### src/rtl/rma_pipe_if.sv
// Operand/control bundle from the decoder into rma_pipe and the result/a0 view back out.
// master = decoder/control side, slave = the datapath.
interface rma_pipe_if #(
  parameter int ADDRESS_WIDTH = 5,
  parameter int DATA_WIDTH    = 32
);
  logic                     in_valid;
  logic                     in_ready;
  logic [ADDRESS_WIDTH-1:0] rs1;
  logic [ADDRESS_WIDTH-1:0] rs2;
  logic [ADDRESS_WIDTH-1:0] rd;
  logic                     RegWrite;
  logic [DATA_WIDTH-1:0]    ImmOp;
  logic                     ALUsrc;
  logic [3:0]               ALUctrl;
  logic                     out_valid;
  logic [DATA_WIDTH-1:0]    ALUout;
  logic                     eq;
  logic [DATA_WIDTH-1:0]    a0;

  modport master (
    output in_valid, rs1, rs2, rd, RegWrite, ImmOp, ALUsrc, ALUctrl,
    input  in_ready, out_valid, ALUout, eq, a0
  );

  modport slave (
    input  in_valid, rs1, rs2, rd, RegWrite, ImmOp, ALUsrc, ALUctrl,
    output in_ready, out_valid, ALUout, eq, a0
  );
endinterface

### src/rtl/rma_pipe.sv
// Register file + operand mux + ALU with a registered result (1-cycle latency) and write-back forwarding.
// Defining RMA_MUL_EN adds a DATA_WIDTH-cycle shift-add MUL that holds in_ready low while busy.
module rma_pipe #(
  parameter int ADDRESS_WIDTH = 5,
  parameter int DATA_WIDTH    = 32
) (
  input logic       clk,
  input logic       rst_n,
  rma_pipe_if.slave io
);

  localparam int NREG = 2 ** ADDRESS_WIDTH;
  localparam int SW   = $clog2(DATA_WIDTH);
  localparam logic [ADDRESS_WIDTH-1:0] A0_IDX = ADDRESS_WIDTH'(10);

  localparam logic [3:0] OP_ADD  = 4'b0000;
  localparam logic [3:0] OP_SUB  = 4'b0001;
  localparam logic [3:0] OP_AND  = 4'b0010;
  localparam logic [3:0] OP_OR   = 4'b0011;
  localparam logic [3:0] OP_XOR  = 4'b0100;
  localparam logic [3:0] OP_SLT  = 4'b0101;
  localparam logic [3:0] OP_SLL  = 4'b0110;
  localparam logic [3:0] OP_SRL  = 4'b0111;
  localparam logic [3:0] OP_SRA  = 4'b1001;
  localparam logic [3:0] OP_SLTU = 4'b1010;

  logic [DATA_WIDTH-1:0]    regs [NREG];
  logic [DATA_WIDTH-1:0]    res_q;
  logic                     eq_q;
  logic                     pend_q;
  logic [ADDRESS_WIDTH-1:0] wb_rd_q;
  logic                     wb_we_q;

  logic                     fwd_ok;
  logic [DATA_WIDTH-1:0]    rs1_val;
  logic [DATA_WIDTH-1:0]    rs2_val;
  logic [DATA_WIDTH-1:0]    op1;
  logic [DATA_WIDTH-1:0]    op2;
  logic [DATA_WIDTH-1:0]    alu_res;
  logic [SW-1:0]            shamt;
  logic                     eq_c;
  logic                     accept;
  logic                     is_mul;
  logic                     load_alu;

  // The result register is the only pending write, so one compare per port covers forwarding.
  assign fwd_ok  = pend_q & wb_we_q & (wb_rd_q != '0);
  assign rs1_val = (fwd_ok && (wb_rd_q == io.rs1)) ? res_q : regs[io.rs1];
  assign rs2_val = (fwd_ok && (wb_rd_q == io.rs2)) ? res_q : regs[io.rs2];

  assign op1   = rs1_val;
  assign op2   = io.ALUsrc ? io.ImmOp : rs2_val;
  assign shamt = op2[SW-1:0];
  assign eq_c  = (op1 == op2);

  always_comb begin
    alu_res = '0;
    case (io.ALUctrl)
      OP_ADD:  alu_res = op1 + op2;
      OP_SUB:  alu_res = op1 - op2;
      OP_AND:  alu_res = op1 & op2;
      OP_OR:   alu_res = op1 | op2;
      OP_XOR:  alu_res = op1 ^ op2;
      OP_SLT:  alu_res = DATA_WIDTH'($signed(op1) < $signed(op2));
      OP_SLTU: alu_res = DATA_WIDTH'(op1 < op2);
      OP_SLL:  alu_res = op1 << shamt;
      OP_SRL:  alu_res = op1 >> shamt;
      OP_SRA:  alu_res = DATA_WIDTH'($unsigned($signed(op1) >>> shamt));
      default: alu_res = '0;
    endcase
  end

  assign accept   = io.in_valid & io.in_ready;
  assign load_alu = accept & ~is_mul;

`ifdef RMA_MUL_EN
  localparam logic [3:0]    OP_MUL   = 4'b1000;
  localparam logic [SW-1:0] CNT_LAST = SW'(DATA_WIDTH - 1);

  typedef enum logic {IDLE, MUL} state_t;

  state_t                   state_q;
  state_t                   state_d;
  logic                     mul_start;
  logic                     mul_done;
  logic [SW-1:0]            cnt_q;
  logic [DATA_WIDTH-1:0]    mcand_q;
  logic [DATA_WIDTH-1:0]    mplier_q;
  logic [DATA_WIDTH-1:0]    acc_q;
  logic [DATA_WIDTH-1:0]    acc_d;
  logic [ADDRESS_WIDTH-1:0] mul_rd_q;
  logic                     mul_we_q;
  logic                     mul_eq_q;

  assign is_mul      = (io.ALUctrl == OP_MUL);
  assign io.in_ready = rst_n & (state_q == IDLE);

  always_ff @(posedge clk) begin
    if (!rst_n) state_q <= IDLE;
    else        state_q <= state_d;
  end

  always_comb begin
    state_d   = state_q;
    mul_start = 1'b0;
    mul_done  = 1'b0;
    case (state_q)
      IDLE: begin
        if (accept && is_mul) begin
          mul_start = 1'b1;
          state_d   = MUL;
        end
      end
      MUL: begin
        if (cnt_q == CNT_LAST) begin
          mul_done = 1'b1;
          state_d  = IDLE;
        end
      end
      default: state_d = IDLE;
    endcase
  end

  // One partial product per edge; the last step's sum goes straight into the result register.
  assign acc_d = acc_q + (mplier_q[0] ? mcand_q : '0);

  always_ff @(posedge clk) begin
    if (!rst_n) begin
      cnt_q    <= '0;
      mcand_q  <= '0;
      mplier_q <= '0;
      acc_q    <= '0;
      mul_rd_q <= '0;
      mul_we_q <= 1'b0;
      mul_eq_q <= 1'b0;
    end else if (mul_start) begin
      cnt_q    <= '0;
      mcand_q  <= op1;
      mplier_q <= op2;
      acc_q    <= '0;
      mul_rd_q <= io.rd;
      mul_we_q <= io.RegWrite;
      mul_eq_q <= eq_c;
    end else if (state_q == MUL) begin
      cnt_q    <= cnt_q + 1'b1;
      mcand_q  <= mcand_q << 1;
      mplier_q <= mplier_q >> 1;
      acc_q    <= acc_d;
    end
  end
`else
  assign is_mul      = 1'b0;
  assign io.in_ready = rst_n;
`endif

  always_ff @(posedge clk) begin
    if (!rst_n) begin
      for (int i = 0; i < NREG; i++) regs[i] <= '0;
      res_q   <= '0;
      eq_q    <= 1'b0;
      pend_q  <= 1'b0;
      wb_rd_q <= '0;
      wb_we_q <= 1'b0;
    end else begin
      if (fwd_ok) regs[wb_rd_q] <= res_q;
      pend_q <= 1'b0;
      if (load_alu) begin
        res_q   <= alu_res;
        eq_q    <= eq_c;
        wb_rd_q <= io.rd;
        wb_we_q <= io.RegWrite;
        pend_q  <= 1'b1;
      end
`ifdef RMA_MUL_EN
      if (mul_done) begin
        res_q   <= acc_d;
        eq_q    <= mul_eq_q;
        wb_rd_q <= mul_rd_q;
        wb_we_q <= mul_we_q;
        pend_q  <= 1'b1;
      end
`endif
    end
  end

  // pend_q is high exactly in the cycle a fresh result sits in res_q.
  assign io.out_valid = pend_q;
  assign io.ALUout    = res_q;
  assign io.eq        = eq_q;
  assign io.a0        = regs[A0_IDX];

endmodule

### src/flat_wrapper.sv
// flat-port wrapper written by rule: the top's interface ports become plain ports
module rma_pipe_flat 
#(
  parameter int ADDRESS_WIDTH = 5,
  parameter int DATA_WIDTH    = 32
)
  (clk, rst_n, io_in_valid, io_rs1, io_rs2, io_rd, io_RegWrite, io_ImmOp, io_ALUsrc, io_ALUctrl, io_in_ready, io_out_valid, io_ALUout, io_eq, io_a0);
  rma_pipe_if #(.ADDRESS_WIDTH(ADDRESS_WIDTH), .DATA_WIDTH(DATA_WIDTH)) io_i ();
  input logic clk;
  input logic rst_n;
  input wire logic [$bits(io_i.in_valid)-1:0] io_in_valid;
  input wire logic [$bits(io_i.rs1)-1:0] io_rs1;
  input wire logic [$bits(io_i.rs2)-1:0] io_rs2;
  input wire logic [$bits(io_i.rd)-1:0] io_rd;
  input wire logic [$bits(io_i.RegWrite)-1:0] io_RegWrite;
  input wire logic [$bits(io_i.ImmOp)-1:0] io_ImmOp;
  input wire logic [$bits(io_i.ALUsrc)-1:0] io_ALUsrc;
  input wire logic [$bits(io_i.ALUctrl)-1:0] io_ALUctrl;
  output wire logic [$bits(io_i.in_ready)-1:0] io_in_ready;
  output wire logic [$bits(io_i.out_valid)-1:0] io_out_valid;
  output wire logic [$bits(io_i.ALUout)-1:0] io_ALUout;
  output wire logic [$bits(io_i.eq)-1:0] io_eq;
  output wire logic [$bits(io_i.a0)-1:0] io_a0;
  assign io_i.in_valid = io_in_valid;
  assign io_i.rs1 = io_rs1;
  assign io_i.rs2 = io_rs2;
  assign io_i.rd = io_rd;
  assign io_i.RegWrite = io_RegWrite;
  assign io_i.ImmOp = io_ImmOp;
  assign io_i.ALUsrc = io_ALUsrc;
  assign io_i.ALUctrl = io_ALUctrl;
  assign io_in_ready = io_i.in_ready;
  assign io_out_valid = io_i.out_valid;
  assign io_ALUout = io_i.ALUout;
  assign io_eq = io_i.eq;
  assign io_a0 = io_i.a0;
  rma_pipe #(.ADDRESS_WIDTH(ADDRESS_WIDTH), .DATA_WIDTH(DATA_WIDTH)) u_core (.clk(clk), .rst_n(rst_n), .io(io_i));
endmodule
### config.mk
export PLATFORM = sky130hd
export DESIGN_NAME = rma_pipe_flat
export DESIGN_NICKNAME = d
export VERILOG_FILES = /design/src/rtl/rma_pipe_if.sv /design/src/rtl/rma_pipe.sv /design/src/flat_wrapper.sv
export SDC_FILE = /design/constraint.sdc
export NUM_CORES = 2
export LEC_CHECK = 0
export ABC_AREA = 1
export CAP_MARGIN = 20
export CORE_ASPECT_RATIO = 2
export CORE_UTILIZATION = 29
export CTS_CLUSTER_SIZE = 10
export DETAILED_ROUTE_END_ITERATION = 8
export GPL_ROUTABILITY_DRIVEN = 0
export SLEW_MARGIN = 40
export SYNTH_ARGS = -nofsm -noshare
export SYNTH_HDL_FRONTEND = slang
export SYNTH_SLANG_ARGS = --single-unit
### constraint.sdc
create_clock -name clk -period 6.17 [get_ports clk]
set_input_delay 1.234 -clock clk [delete_from_list [all_inputs] [get_ports clk]]
set_output_delay 1.234 -clock clk [all_outputs]
set_load 0.005 [all_outputs]
== Word level (Yosys, flattened, before mapping) ==
Memories as Yosys holds them, arrays and structs flattened.
Index checks and enable logic that the tools add are counted.

* Add/sub/neg operators: 2
* $lt $le $gt $ge: 2
* Equality and inequality tests: 12
* Shift operators: 3
* Multiplexer cells: 12
* Bitwise logic cells: 6
* Reductions and logical operators: 5

{| class="wikitable"
|+ Operators with widths
! cell !! number
|-
| one-hot mux 32 bit (10 select lines) || 1
|-
| two-way mux 32 bit || 4
|-
| less-than comparator 32 bit || 2
|-
| adder 32 bit || 1
|-
| bitwise AND 32 bit || 1
|-
| equality test 32 bit || 1
|-
| OR 32 bit || 1
|-
| OR reduction 32 bit || 1
|-
| << shifter 32 x 5 -> 32 bit || 1
|-
| right shift 32 x 5 -> 32 bit || 1
|-
| >>> shifter 32 x 5 -> 32 bit || 1
|-
| subtractor 32 bit || 1
|-
| XOR 32 bit || 1
|-
| equality test 4 x 3 -> 1 bit (second input constant) || 4
|-
| equality test 5 bit || 2
|-
| equality test 4 x 2 -> 1 bit (second input constant) || 2
|-
| equality test 4 bit (second input constant) || 2
|-
| two-way mux 1 bit || 6
|-
| two-way mux 5 bit || 1
|-
| nonzero test 5 bit || 1
|-
| equality test 4 x 1 -> 1 bit (second input constant) || 1
|-
| zero test 4 bit || 1
|-
| bitwise AND 1 bit || 3
|-
| logical AND 1 bit || 2
|}

* Flip-flop bits (word level): 40
* RAM bits: 1024
* Input port bits: 56
* Output and inout port bits: 67
* Word-level logic and storage cells: 48
* Memories: 1

{| class="wikitable"
|+ Memories
! name !! words !! width !! rd ports !! clocked after memory_dff !! wr ports !! RTL line !! RTL
|-
| u_core.regs || 32 || 32 || 3 || 0 || 32 || rma_pipe.sv:27 || <nowiki>logic [DATA_WIDTH-1:0] regs [NREG];</nowiki>
|}

== Depth between registers and ports, before layout ==
* Depth after elaboration: 7
* Depth in mapped cells: 37
* Depth with buffers taken out: 32

== Least setup slack after synthesis ==
No wires, ideal clock.

* Kind: input to register
* From: in io_rs2[1]
* To: reg u_core.res_q[28], in the netlist u_core.io.ALUout[28]
* Library setup time: 193 ps
* Data arrival time: 5089 ps
* Required time: 5977 ps
* Slack: 888 ps
* Stages: 31
* Buffers on the path: 7
* Path through: buf_4 -> inv_2 -> buf_6 -> buf_6 -> buf_2 -> clkbuf_1 -> clkbuf_1 -> o21ai_0 -> o221ai_1 -> nand3_1 -> nand3_1 -> nand3_1 -> o211ai_1 -> o21ai_1 -> ha_1 -> clkbuf_1 -> nand2_1 -> nor4_1 -> nand3_1 -> nand3_1 -> nand2_1 -> nand2_1 -> nand2_1 -> nand2_1 -> nand2_1 -> a31oi_1 -> o21ai_1 -> a21oi_1 -> nand3_1 -> nand2_1 -> a21oi_1

* Word-level cells in the longest chain between the ends: 6

{| class="wikitable"
|+ Ends and longest elaborated chain
! element !! RTL line !! RTL
|-
| start, declared || flat_wrapper.sv:13 || <nowiki>input wire logic [$bits(io_i.rs2)-1:0] io_rs2;</nowiki>
|-
| branches (longest 2 deep; another with memory read (32 x 32 bit)) || n/a ||
|-
| two-way mux 32 bit (*) || rma_pipe.sv:49 || <nowiki>assign rs2_val = (fwd_ok && (wb_rd_q == io.rs2)) ? res_q : regs[io.rs2];</nowiki>
|-
| two-way mux 32 bit (*) || rma_pipe.sv:52 || <nowiki>assign op2 = io.ALUsrc ? io.ImmOp : rs2_val;</nowiki>
|-
| subtractor 32 bit, or another cell as far along || rma_pipe.sv:60 || <nowiki>OP_SUB: alu_res = op1 - op2;</nowiki>
|-
| one-hot mux 32 bit (10 select lines) (*) || rma_pipe.sv:58 || <nowiki>case (io.ALUctrl)</nowiki>
|-
| end signal, assigned || rma_pipe.sv:168 || <nowiki>res_q <= alu_res;</nowiki>
|-
| end, declared || rma_pipe.sv:28 || <nowiki>logic [DATA_WIDTH-1:0] res_q;</nowiki>
|}

Mark *: on every way between the ends.
A chain may end at the register's enable or synchronous reset.

== Worst setup path in the final report ==
* From: in io_rs2[0]
* To: reg u_core.res_q[25], in the netlist u_core.io.ALUout[25]

The elaborated chain is that of the path after synthesis.

==> flow_metrics.py <==
metrics = {
    "placed_design": {
        "dp_hpwl_um": 223000,
        "place_area_um2": 74800,
        "port_buffers": 122,
    },
    "grt": {
        "grt_pass1_wl_um": 471000,
        "grt_max_degree": 96,
        "grt_pass1_vias": 67900,
        "grtUsageMet3_pct": 9.13,
        "busiest_layer": "met2",
        "met2_usage_pct": 45.3,
        "met1_usage_pct": 27.7,
        "antenna_found_initial": 35,
        "globalRoute.totalOverflow": 0,
        "grt_usage_pct": 28.1,
    },
    "timing": {
        "setup_violations": 0,
        "hold_violations": 0,
        "maxSlewHeadroom_pct": 39.5,
        "min_period_ps": 5850,
        "worstMarginPinSlew_ps": 908,
        "fmax_mhz": 171,
        "drv_slew": 0,
        "finalCritPeriodShare_pct": 94.7,
        "finalSetupTns_ps": 0,
        "fin_skew_ps": 43.3,
        "rsz0062_at_grt": "false",
        "holdWs_ps": 484,
    },
    "setup_path": {
        "cp_max_fo": 45,
        "required_ps": 6820,
        "max_stage_delay_ps": 650,
        "crit_family": "compound AO/OA/AOI/OAI gates",
        "startpoint_type": "input port",
        "cp_data_arrival_time_ps": 6490,
        "end_kind": "flop",
        "r2r_slack_ps": 570,
        "crit_buf_inv": 8,
        "path_class": "in -> reg",
        "critical_path.slowest_cell": "o21ai_0",
    },
    "cts": {
        "numCtsBuffers": 118,
        "cts_max_level": 3,
        "clockBufferDepth": 3,
        "cts_sinks": 1064,
        "ctsHoldBuffers": 0,
        "cts_tree": "yes",
        "clockRootBuffer": "clkbuf_16",
        "clk_latency_ps": 790,
        "clk_pin_slew_ps": 60,
    },
    "layout": {
        "final_cell_area_um2": 78100,
        "drive_gt1_share_pct": 12.3,
        "regArea_um2": 31600,
        "area_delta_synth_final_pct": 18.6,
        "nets": 8970,
        "final_core_util_pct": 34.6,
        "multi_input_area_um2": 30200,
        "n_fill_cell": 23000,
    },
    "yosys": {
        "synth.top_cell.area_share_pct": 46.7,
        "syn_area_um2": 65900,
        "ys_async_sr_fraction_pct": 0,
        "ys_warn_count": 0,
        "ys_seq_elements": 1064,
        "avgSynthCellArea_um2": 7.77,
        "synth_area_leaders": "edfxtp_1 (47%), nand3_1 (12%), nand2_1 (10%)",
        "synth_common_cells": "nand2_1 (1789), nand3_1 (1626), nor2_1 (1614), edfxtp_1 (1024), o21ai_0 (567)",
        "yosysMostFrequentCell": "nand2_1",
        "synth_ff_type": "edfxtp_1",
        "syn-instance-count": 8485,
        "synth_enable_flop_cells": 1024,
        "ys_types": 53,
        "yosysTopAreaCell": "edfxtp_1",
        "seq_area_frac_synth_pct": 47.9,
    },
    "route": {
        "drtPass1Iterations": 9,
        "routedWlPerCell_um": 27.8,
        "num_vias": 70700,
        "viasPerCell": 5.96,
        "routed_wl_um": 330000,
        "drc_errors": 3,
        "dr.first_iter.drc_count": 10100,
        "ant_nets": 0,
    },
    "power_and_ir_drop": {
        "powerDensity_nw_per_um2": 252,
        "vdd_drop_max_mv": 0.242,
        "leakage_nw": 29.5,
        "power_w": 0.0197,
    },
    "floorplan": {
        "io_pins": 123,
        "die_area_um2": 229000,
        "die_h_um": 676,
        "core_um2": 226000,
        "initial_core_util_pct": 29.2,
        "die_x_um": 339,
        "row_count": 247,
    },
    "run_status": {
        "violations": "DRC",
        "status": "finished with violations",
    },
    "job": {
        "cap_viol_max_count": 0,
    },
    "min_path": {
        "hp-class": "reg -> reg",
    },
}
## cells in the final DEF (no fill, tap or decap), types with 10 or more instances in the layout
master              n
nand3_2            10
conb_1             32
o21ai_1            43
xor2_1             11
nand4_1            19
edfxtp_1         1024
buf_4             737
nor3_1             22
nor2_1           1613
a21oi_1           179
nand2_2            52
inv_2              33
inv_1             210
o21ai_0           565
dfxtp_1            40
clkdlybuf4s50_1   111
nand3_1          1625
nand2_1          1752
clkbuf_16         119
diode_2            21
o221ai_1          233
o211ai_1           40
o22ai_1            32
o21a_1             13
ha_1               97
a21o_1             10
clkbuf_1           26
buf_12             80
## stage by stage
step                worst slack, ps  std cells
finish                          325      11900
global placement               -320      11700
CTS                             430      11800
global route                   23.3      11800
detailed placement             -336      11700
floorplan                       888       8516
## kinds of logic after synthesis
logic type / count (synthesis) / share of synthesized area, %
other: 1 / 0.00569
buffers and inverters: 1018 / 6.63
XOR/XNOR: 14 / 0.186
flip-flops: 1064 / 47.9
AO/OA/AOI/OAI: 1162 / 10.7
adder cells (fa/ha/maj): 99 / 1.90
AND/OR/NAND/NOR: 5127 / 32.7
## flip-flops by register name, indices dropped and copies added (netlist names)
register / flops
u_core.io.out_valid: 1
u_core.wb_rd_q: 5
u_core.io.eq: 1
u_core.regs: 1024
u_core.io.ALUout: 32
u_core.wb_we_q: 1
## where the power goes
part	leakage (nW)	internal [W]	switching, W
Clock	1.57	0.00349	0.00300
Sequential	10.8	0.00817	0.000190
Combinational	17.1	0.00161	0.00326
## layer usage
metal / up-vias / share of wire (%) / routed length [um]
li1: 29800 / - / -
met1: 33000 / 30 / 100000
met5: - / 0.060 / 199
met3: 2061 / 11 / 37800
met4: 30 / 13 / 41400
met2: 5774 / 46 / 150000
## worst paths after layout
check / from / endpoint / cells past startpoint
worst max register to register: u_core.regs[10][0] / u_core.io.ALUout[24] / 30
worst max-delay path: io_rs2[0] / u_core.io.ALUout[25] / 25
worst min register to register: u_core.io.ALUout[8] / u_core.io.ALUout[8] / 2
worst min-delay path: u_core.io.ALUout[8] / u_core.io.ALUout[8] / 2
## what timing repair did
action | CTS | global route
setup endpoints to repair | 0 | 8
gates resized for setup | 0 | 7
endpoints found under the hold margin | 0 | 0
setup buffers | 0 | 0
## worst register-to-register path: cells and delay by family, from the launching register on
| family | cells | cell delay [ps] |
|---|---|---|
| buffers and inverters | 6 | 1020 |
| and+or+nand+nor | 13 | 1520 |
| adders and majority gates | 2 | 700 |
| DFF | 1 | 470 |
| AOI/OAI and AO/OA | 9 | 1780 |
## cell type report
cell class	count	area share (%)
repair buffers	939	10.7
inverters	258	1.29
well taps	2988	4.78
diodes	21	0.0672
flip-flops and latches	1064	40.4
clock buffers	145	3.94
multi-input cells	6434	38.7
clock inverters	12	0.184
Note: power is estimated with default switching activity, not from simulation.
